==> src/rtl/ps2_pkg.sv <==
// ============================================================================
// Module      : ps2_pkg
// Description : Shared constants for the PS/2 keyboard receiver and its queue.
// Revision    : 1.0 - initial release
// ============================================================================
`default_nettype none

package ps2_pkg;
    localparam int         FRAME_BITS         = 11;
    localparam int         BIT_CNT_W          = 4;
    localparam logic [7:0] SCAN_BREAK         = 8'hF0;
    localparam logic [7:0] SCAN_EXTEND        = 8'hE0;
    localparam int         DEFAULT_FIFO_DEPTH = 8;
endpackage

`default_nettype wire

==> src/rtl/ps2_rx_fifo.sv <==
// ============================================================================
// Module      : ps2_rx_fifo
// Description : Received scan-code queue with sticky overflow flag.
// Revision    : 1.0 - initial release
// ============================================================================
`default_nettype none

module ps2_rx_fifo
    import ps2_pkg::*;
#(
    parameter int DEPTH = DEFAULT_FIFO_DEPTH
) (
    input  logic       clk,
    input  logic       rst,
    input  logic       i_wr,
    input  logic [7:0] i_wr_data,
    input  logic       i_pop,
    output logic [7:0] o_data,
    output logic       o_full,
    output logic       o_empty,
    output logic       o_overflow
);
    localparam int AW = $clog2(DEPTH);

    logic [7:0]    r_mem_q [DEPTH];
    logic [7:0]    w_mem_d [DEPTH];
    logic [AW-1:0] r_head_q, w_head_d;
    logic [AW-1:0] r_tail_q, w_tail_d;
    logic [AW:0]   r_count_q, w_count_d;
    logic          r_ovf_q, w_ovf_d;
    logic          w_pop_en;
    logic          w_wr_en;

    assign o_empty    = (r_count_q == '0);
    assign o_full     = (r_count_q == (AW+1)'(DEPTH));
    assign o_data     = r_mem_q[r_head_q];
    assign o_overflow = r_ovf_q;

    // A pop frees the slot this cycle, so a write into a full queue still lands.
    assign w_pop_en = i_pop && !o_empty;
    assign w_wr_en  = i_wr && (!o_full || w_pop_en);

    always_comb begin
        w_mem_d   = r_mem_q;
        w_head_d  = r_head_q;
        w_tail_d  = r_tail_q;
        w_count_d = r_count_q;
        w_ovf_d   = r_ovf_q;
        if (w_wr_en) begin
            w_mem_d[r_tail_q] = i_wr_data;
            w_tail_d          = r_tail_q + AW'(1);
        end
        if (w_pop_en) begin
            w_head_d = r_head_q + AW'(1);
        end
        case ({w_wr_en, w_pop_en})
            2'b10:   w_count_d = r_count_q + (AW+1)'(1);
            2'b01:   w_count_d = r_count_q - (AW+1)'(1);
            default: w_count_d = r_count_q;
        endcase
        if (i_wr && !w_wr_en) begin
            w_ovf_d = 1'b1;
        end
    end

    always_ff @(posedge clk) begin
        if (rst) begin
            r_mem_q   <= '{default: '0};
            r_head_q  <= '0;
            r_tail_q  <= '0;
            r_count_q <= '0;
            r_ovf_q   <= 1'b0;
        end else begin
            r_mem_q   <= w_mem_d;
            r_head_q  <= w_head_d;
            r_tail_q  <= w_tail_d;
            r_count_q <= w_count_d;
            r_ovf_q   <= w_ovf_d;
        end
    end
endmodule

`default_nettype wire

==> src/rtl/ps2_keyboard_rx.sv <==
// ============================================================================
// Module      : ps2_keyboard_rx
// Description : PS/2 keyboard frame receiver feeding a scan-code queue.
//               Define PS2_PARITY_CHECK_EN to reject frames with bad parity.
// Revision    : 1.0 - initial release
// ============================================================================
`default_nettype none

module ps2_keyboard_rx
    import ps2_pkg::*;
#(
    parameter int FIFO_DEPTH = DEFAULT_FIFO_DEPTH
) (
    input  logic       clk,
    input  logic       rst,
    input  logic       ps2_clk,
    input  logic       ps2_data,
    input  logic       nextdata_n,
    output logic [7:0] data,
    output logic       ready,
    output logic       overflow
);
    logic [2:0]            r_clk_sync_q, w_clk_sync_d;
    logic [2:0]            r_dat_sync_q, w_dat_sync_d;
    logic                  r_clk_prev_q, w_clk_prev_d;
    logic [BIT_CNT_W-1:0]  r_cnt_q, w_cnt_d;
    logic [FRAME_BITS-2:0] r_shift_q, w_shift_d;
    logic                  r_wr_q, w_wr_d;
    logic [7:0]            r_wr_data_q, w_wr_data_d;

    logic                  w_sample;
    logic                  w_last;
    logic [FRAME_BITS-1:0] w_frame;
    logic                  w_parity_ok;
    logic                  w_frame_ok;
    logic                  w_empty;
    logic                  w_full;

    // Data runs through the same depth of flops so it stays aligned with the clock edge.
    assign w_clk_sync_d = {r_clk_sync_q[1:0], ps2_clk};
    assign w_dat_sync_d = {r_dat_sync_q[1:0], ps2_data};
    assign w_clk_prev_d = r_clk_sync_q[2];
    assign w_sample     = r_clk_prev_q && !r_clk_sync_q[2];
    assign w_last       = (r_cnt_q == BIT_CNT_W'(FRAME_BITS - 1));
    assign w_frame      = {r_dat_sync_q[2], r_shift_q};

`ifdef PS2_PARITY_CHECK_EN
    assign w_parity_ok = ^w_frame[9:1];
`else
    // Parity bit is carried but accepted either way.
    assign w_parity_ok = w_frame[9] | 1'b1;
`endif

    assign w_frame_ok = !w_frame[0] && w_frame[FRAME_BITS-1] && w_parity_ok;

    always_comb begin
        w_cnt_d     = r_cnt_q;
        w_shift_d   = r_shift_q;
        w_wr_d      = 1'b0;
        w_wr_data_d = r_wr_data_q;
        if (w_sample) begin
            if (w_last) begin
                w_cnt_d     = '0;
                w_wr_d      = w_frame_ok;
                w_wr_data_d = w_frame[8:1];
            end else begin
                w_cnt_d   = r_cnt_q + BIT_CNT_W'(1);
                w_shift_d = {r_dat_sync_q[2], r_shift_q[FRAME_BITS-2:1]};
            end
        end
    end

    always_ff @(posedge clk) begin
        if (rst) begin
            r_clk_sync_q <= '1;
            r_dat_sync_q <= '1;
            r_clk_prev_q <= 1'b1;
            r_cnt_q      <= '0;
            r_shift_q    <= '0;
            r_wr_q       <= 1'b0;
            r_wr_data_q  <= '0;
        end else begin
            r_clk_sync_q <= w_clk_sync_d;
            r_dat_sync_q <= w_dat_sync_d;
            r_clk_prev_q <= w_clk_prev_d;
            r_cnt_q      <= w_cnt_d;
            r_shift_q    <= w_shift_d;
            r_wr_q       <= w_wr_d;
            r_wr_data_q  <= w_wr_data_d;
        end
    end

    ps2_rx_fifo #(
        .DEPTH (FIFO_DEPTH)
    ) u_fifo (
        .clk        (clk),
        .rst        (rst),
        .i_wr       (r_wr_q),
        .i_wr_data  (r_wr_data_q),
        .i_pop      (!nextdata_n),
        .o_data     (data),
        .o_full     (w_full),
        .o_empty    (w_empty),
        .o_overflow (overflow)
    );

    assign ready = !w_empty;

    logic w_unused;
    assign w_unused = w_full;
endmodule

`default_nettype wire

==> config.mk <==
export PLATFORM = sky130hd
export DESIGN_NAME = ps2_keyboard_rx
export DESIGN_NICKNAME = d
export VERILOG_FILES = /design/src/rtl/ps2_pkg.sv /design/src/rtl/ps2_rx_fifo.sv /design/src/rtl/ps2_keyboard_rx.sv
export SDC_FILE = /design/constraint.sdc
export NUM_CORES = 1
export LEC_CHECK = 0
export ABC_AREA = 1
export CAP_MARGIN = 20
export CORE_AREA = 2 2 145 147
export DETAILED_ROUTE_END_ITERATION = 16
export DIE_AREA = 0 0 147 149
export GPL_TIMING_DRIVEN = 0
export MAX_ROUTING_LAYER = met4
export PLACE_DENSITY_LB_ADDON = 0.25
export SLEW_MARGIN = 10
export SYNTH_ARGS = -nofsm -noshare
export SYNTH_HDL_FRONTEND = slang
export SYNTH_SLANG_ARGS = --single-unit
==> constraint.sdc <==
create_clock -name clk -period 3.5 [get_ports clk]
set_clock_uncertainty 0.1 [all_clocks]
set_input_delay 1.05 -clock clk [delete_from_list [all_inputs] [get_ports clk]]
set_output_delay 1.05 -clock clk [all_outputs]
set_load 0.01 [all_outputs]
== Word level (Yosys, flattened, before mapping) ==
Cells that the tools add are included.

* Muxes and demuxes: 8
* Magnitude comparators: 3
* Eq/ne operators: 4
* Add/sub/neg operators: 5
* Bitwise gates (word level): 4
* Reduce and logical (&&, ||, !) cells: 18

{| class="wikitable"
|+ Operators by type and width
! operator !! count
|-
| 64-bit bitwise mux || 1
|-
| 8-bit binary-select mux with 3-bit select || 1
|-
| 8-bit demux with 3-bit select || 1
|-
| 8-bit two-way mux || 3
|-
| 4-bit by 1-bit adder with 4-bit output (second input constant) || 2
|-
| 4-bit == test (second input constant) || 2
|-
| 4-bit >= comparator (second input constant) || 2
|-
| 3-bit NOT with 4-bit output || 2
|-
| 4-bit case mux with 2 select lines || 1
|-
| 3-bit by 1-bit adder with 3-bit output (second input constant) || 2
|-
| 1-bit logical AND || 6
|-
| 1-bit zero test || 6
|-
| 4-bit zero test || 1
|-
| 4-bit by 1-bit < comparator with 1-bit output (second input constant) || 1
|-
| 4-bit two-way mux || 1
|-
| 2-bit AND reduction || 2
|-
| 4-bit by 1-bit subtractor with 4-bit output (second input constant) || 1
|-
| 3-bit OR reduction || 1
|-
| 2-bit by 1-bit == test with 1-bit output (second input constant) || 1
|-
| 2-bit == test (second input constant) || 1
|-
| 1-bit NOT || 2
|-
| 2-bit nonzero test || 1
|-
| 1-bit logical OR || 1
|}

* Word-level logic and storage cells: 61
* Output and inout bits: 10
* Bits in registers: 105
* Bits of input ports: 5

== Logic depth before layout (Yosys ltp) ==
Gate-level depths: netlist (run 1).

* Depth after elaboration: 7
* Gate-level depth with buffers: 13
* Depth with buffers taken out: 13

== Cells and area by module ==
Synthesis (run 1) repeated with hierarchy kept, for this count alone.

* Cell total of the unflattened synthesis: 791
* Area total of the unflattened synthesis: 5283.8 sq um

{| class="wikitable"
|+ Modules (own cells, without submodules)
! module !! seq. area each (sq um) !! times used !! cells each !! area each (sq um)
|-
| ps2_rx_fifo || 1501.4 || 1 || 611 || 3965.1
|-
| ps2_keyboard_rx || 600.6 || 1 || 180 || 1318.8
|}

== Worst setup path after synthesis (run 1) ==
OpenSTA, ideal clock, no wires.

* Kind: input port to flip-flop
* From: input port nextdata_n
* To: register u_fifo.r_count_q[3]
* Path buffers: 1
* Stages on the path: 11
* Arrival: 2559 ps
* Path slack: 771 ps
* Setup time: 70 ps
* Required time: 3330 ps
* Path through: nand4_2 buf_6 nand2_1 ha_1 ha_1 or2_2 nand2_1 nand2_1 nand2_1 nand2_1 a21oi_1

* Longest elaborated chain between the ends: 6
* Elaborated cells between the ends (all ways): 8
* Classes of those cells: eq/ne (2); mux (1); reduce/logical (5)

{| class="wikitable"
|+ Ends and longest elaborated chain
! element !! RTL line !! RTL
|-
| start, declared || ps2_keyboard_rx.sv:18 || <nowiki>input logic nextdata_n,</nowiki>
|-
| 1-bit zero test (*) || ps2_keyboard_rx.sv:100 || <nowiki>.i_pop (!nextdata_n),</nowiki>
|-
| 1-bit logical AND (*) || ps2_rx_fifo.sv:40 || <nowiki>assign w_pop_en = i_pop && !o_empty;</nowiki>
|-
| 1-bit logical OR || ps2_rx_fifo.sv:41 || <nowiki>assign w_wr_en = i_wr && (!o_full || w_pop_en);</nowiki>
|-
| 1-bit logical AND || ps2_rx_fifo.sv:41 ||
|-
| 2-bit by 1-bit == test with 1-bit output / 2-bit == test (equally long branches) || ps2_rx_fifo.sv:56 || <nowiki>case ({w_wr_en, w_pop_en})</nowiki>
|-
| 4-bit case mux with 2 select lines / 2-bit nonzero test (equally long branches) || - ||
|-
| end signal, assigned || ps2_rx_fifo.sv:77 || <nowiki>r_count_q <= w_count_d;</nowiki>
|-
| end, declared || ps2_rx_fifo.sv:29 || <nowiki>logic [AW:0] r_count_q, w_count_d;</nowiki>
|}

Every way passes the cells marked *; elsewhere a longest branch is shown, timed or not.
A chain may end at the register's enable or synchronous reset.

== Worst setup path after layout (run 1) ==
* From: register u_fifo.r_head_q[0]
* To: output port data[5]

* Longest elaborated chain between the ends: 4

{| class="wikitable"
|+ Ends and longest elaborated chain
! element !! RTL line !! RTL
|-
| start, declared || ps2_rx_fifo.sv:27 || <nowiki>logic [AW-1:0] r_head_q, w_head_d;</nowiki>
|-
| start signal, assigned || ps2_rx_fifo.sv:75 || <nowiki>r_head_q <= w_head_d;</nowiki>
|-
| 3-bit NOT with 4-bit output (not written as such) || ps2_rx_fifo.sv:36 || <nowiki>assign o_data = r_mem_q[r_head_q];</nowiki>
|-
| 8-bit binary-select mux with 3-bit select || ps2_rx_fifo.sv:36 ||
|-
| 8-bit two-way mux (not written as such) (2 in series) || ps2_rx_fifo.sv:36 ||
|-
| end, declared || ps2_keyboard_rx.sv:19 || <nowiki>output logic [7:0] data,</nowiki>
|}

No other way between the ends. The select of a mux whose other input is x is not followed.

==> run metrics, run 1 <==
clk slew on worst S/H paths 0.07 ns; Worst VDD drop 0.274 mV; Die Span Y between 100 and 150 µm; Synth cell types 26; total power 0.00319 W; # rows 53; Top delay family on crit path buffers and inverters; Core ar. ~0.021 mm²; critical path cell sequence inv_2 -> buf_2 -> a21oi_1 -> o21ai_1 -> nand3_1 -> o21a_1 -> clkdlybuf4s50_1; largest net degree at the start of global routing 16; final hold viol count 0; CP bufs+invs 3; Hold Path Class reg -> reg; Design Area, Final roughly 0.0058 mm²; synth-to-layout area growth 15.4%; PwrDens between 500 and 600 mW/mm²; Max Cap Viol 0; DP HPWL about 9300 µm; Setup Buffers After CTS 0; WL final around 13000 µm; Slew Limit Fails 0; final period utilization 0.967; DR vias around 4300; Synth area leaders dfxtp_1, nor2_1, nand2_1, inv_1, o21ai_0; Worst-Margin Slew 0.483 ns; status finished clean; H-tree Lvls 3; grt total ovfl 0; DR DRC count 0; IO Port Bufs 14; Global Route Usage Sum 0.131; routed vias/inst just over 4; 1st-iter DRT viols 250; antenna violations before repair 0; final worst path period need roughly 3.4 ns; post-route core utilization 0.281; number of detailed-route iterations in the first pass 7; clk buf depth 2; GP Congestion 0.776; TritonCTS Sinks approximately 110; CTS tree yes; leakage roughly 2.9 nW; largest area contributor in the netlist dfxtp_1; initial core utilization 0.243; Crit Path Class reg -> out; Worst path max stage delay around 0.47 ns; Critical Path AT 2.23 ns; Die Width ~150 µm; Synth Instances 739; syn avg cell area approximately 6.8 µm²; Max Clock Freq roughly 300 MHz; critical path launch point type flip-flop; Skew-Pair Late Insertion Delay about 0.35 ns; vias in the first global route just over 4000; first-pass GRT wire length 21600 µm; Setup TNS Final 0 ns; Req. time, crit path 2.35 ns; slowest stage cell, crit path clkdlybuf4s50_1; Yosys top cell area share 0.420; die area 0.0219 mm²; Ant. Diodes 0; sequential cell area fraction in the yosys report 0.420; setup violators final 0; Worst setup EP type primary output; fillcell total 2313; Syn Nets 750; Num CTS Buffers 9; WL per Instance ~13 µm; root buffer cell clkbuf_16; Slew Limit Headroom 0.678; antenna-violating nets left 0; synthesized area 0.00500 mm²; placed cell areas 0.00549 mm²; Seq cells post-synth between 100 and 150; Crit Path Max Fanout 10; share of post-route cells with drive strength above 1 0.107; IO Pins 15; Final #Nets 775; Ys Warns 0
## cell usage after synthesis
cell / count
nand3_1: 20
o21ai_0: 49
buf_4: 2
o21ai_1: 3
nor4_1: 1
or2_2: 7
fa_1: 1
nor3_1: 1
nand3_4: 7
nand3_2: 1
buf_2: 21
inv_1: 88
ha_1: 5
xor2_1: 2
xnor2_1: 1
clkbuf_1: 11
buf_6: 8
nand4_2: 1
nor2_1: 170
o21a_1: 8
dfxtp_1: 105
nand2_1: 161
nand2_2: 13
a21oi_1: 48
nor2_2: 2
inv_2: 3
## cell type report
cell class	count	area, µm²	area share
Inverter	91	342	0.0592
Multi-Input combinational cell	501	2310	0.400
Timing Repair Buffer	14	143	0.0247
Sequential cell	105	2100	0.364
Buffer	42	259	0.0449
Clock buffer	13	260	0.0451
Clock inverter	3	15.0	0.00260
Tap cell	275	344	0.0596
## state kept, by name, summed over array words and instances (netlist names)
| signal | flops |
|---|---|
| u_fifo.r_mem_q | 64 |
| r_shift_q | 10 |
| r_wr_data_q | 8 |
| r_cnt_q | 4 |
| u_fifo.r_count_q | 4 |
| r_clk_sync_q | 3 |
| r_dat_sync_q | 3 |
| u_fifo.r_head_q | 3 |
| u_fifo.r_tail_q | 3 |
| r_clk_prev_q | 1 |
| r_wr_q | 1 |
| u_fifo.o_overflow | 1 |
## metal layers
layer  vias up  global-route usage  wire (µm)
met5         -                   -          0
met4         0              0.0457        297
met3        17              0.0275        592
met2        82               0.206       5800
met1      1934               0.169       6730
li1       2304                   -          -
## worst paths after layout
kind	startpoint	end	slack, ns	cells after the start
worst max register to register	u_fifo.r_count_q[0]	u_fifo.r_count_q[3]	1.20	12
worst min-delay path	r_dat_sync_q[0]	r_dat_sync_q[1]	0.31	1
worst max-delay path	u_fifo.r_head_q[0]	data[5]	0.12	7
worst min register to register	r_dat_sync_q[0]	r_dat_sync_q[1]	0.31	1
## stage by stage
step           setup WS [ns]  std cells  hold WS, ns
2_1_floorplan          0.771        739        0.289
3_3_place_gp          0.0822       1028        0.293
3_5_place_dp          0.0961       1028        0.296
4_1_cts               0.0454       1044        0.315
5_1_grt            -0.000246       1044        0.328
6_report               0.117       1044        0.308
## cell families (layout without fill, tap and decap cells)
| group | Yosys count | count (layout) | share of synthesized area |
|---|---|---|---|
| and+or+nand+nor | 384 | 384 | 0.327 |
| buffers and inverters | 133 | 163 | 0.119 |
| AOI/OAI and AO/OA | 108 | 108 | 0.112 |
| DFF | 105 | 105 | 0.420 |
| adders and majority gates | 6 | 6 | 0.0165 |
| xor gates and xnor gates | 3 | 3 | 0.00525 |
## cells in the final DEF, fill, tap and decap left out
cell             Yosys  final
clkbuf_1            11     11
or2_2                7      7
nor4_1               1      1
nand2_2             13     13
xor2_1               2      2
xnor2_1              1      1
buf_2               21     19
o21ai_0             49     45
nand2_1            161    161
o21ai_1              3      7
clkdlybuf4s50_1      0     13
clkbuf_8             0      2
clkbuf_4             0      1
inv_2                3      3
nor2_1             170    170
a21oi_1             48     48
nand4_2              1      1
dfxtp_1            105    104
dfxtp_2              0      1
nor3_1               1      1
clkbuf_16            0      9
nor2_2               2      2
nand3_4              7      7
o21a_1               8      8
fa_1                 1      1
clkbuf_2             0      2
buf_6                8      8
nand3_2              1      1
buf_4                2      3
ha_1                 5      5
clkinv_2             0      3
inv_1               88     88
dlymetal6s2s_1       0      1
nand3_1             20     20
## power by group
group	internal [W]	switching [W]
Combinational	0.000382	0.000554
Sequential	0.00123	0.0000411
Clock	0.000520	0.000453
Total	0.00214	0.00105
## repair_timing
item	4_1_cts	5_1_grt
cloned	0	0
pin swaps	0	0
resized for setup	5	8
setup endpoints to repair	4	8
hold buffers	0	0
No activity file was read; power rests on OpenSTA's default activity.
==> run 2, diff against run 1 <==
--- a/config.mk
+++ b/config.mk
@@ -13,7 +13,6 @@
 export GPL_TIMING_DRIVEN = 0
 export MAX_ROUTING_LAYER = met4
 export PLACE_DENSITY_LB_ADDON = 0.25
-export SLEW_MARGIN = 10
 export SYNTH_ARGS = -nofsm -noshare
 export SYNTH_HDL_FRONTEND = slang
 export SYNTH_SLANG_ARGS = --single-unit
==> results of run 2 <==
No change in the layout: final DEF, timing and power equal those of run 1.
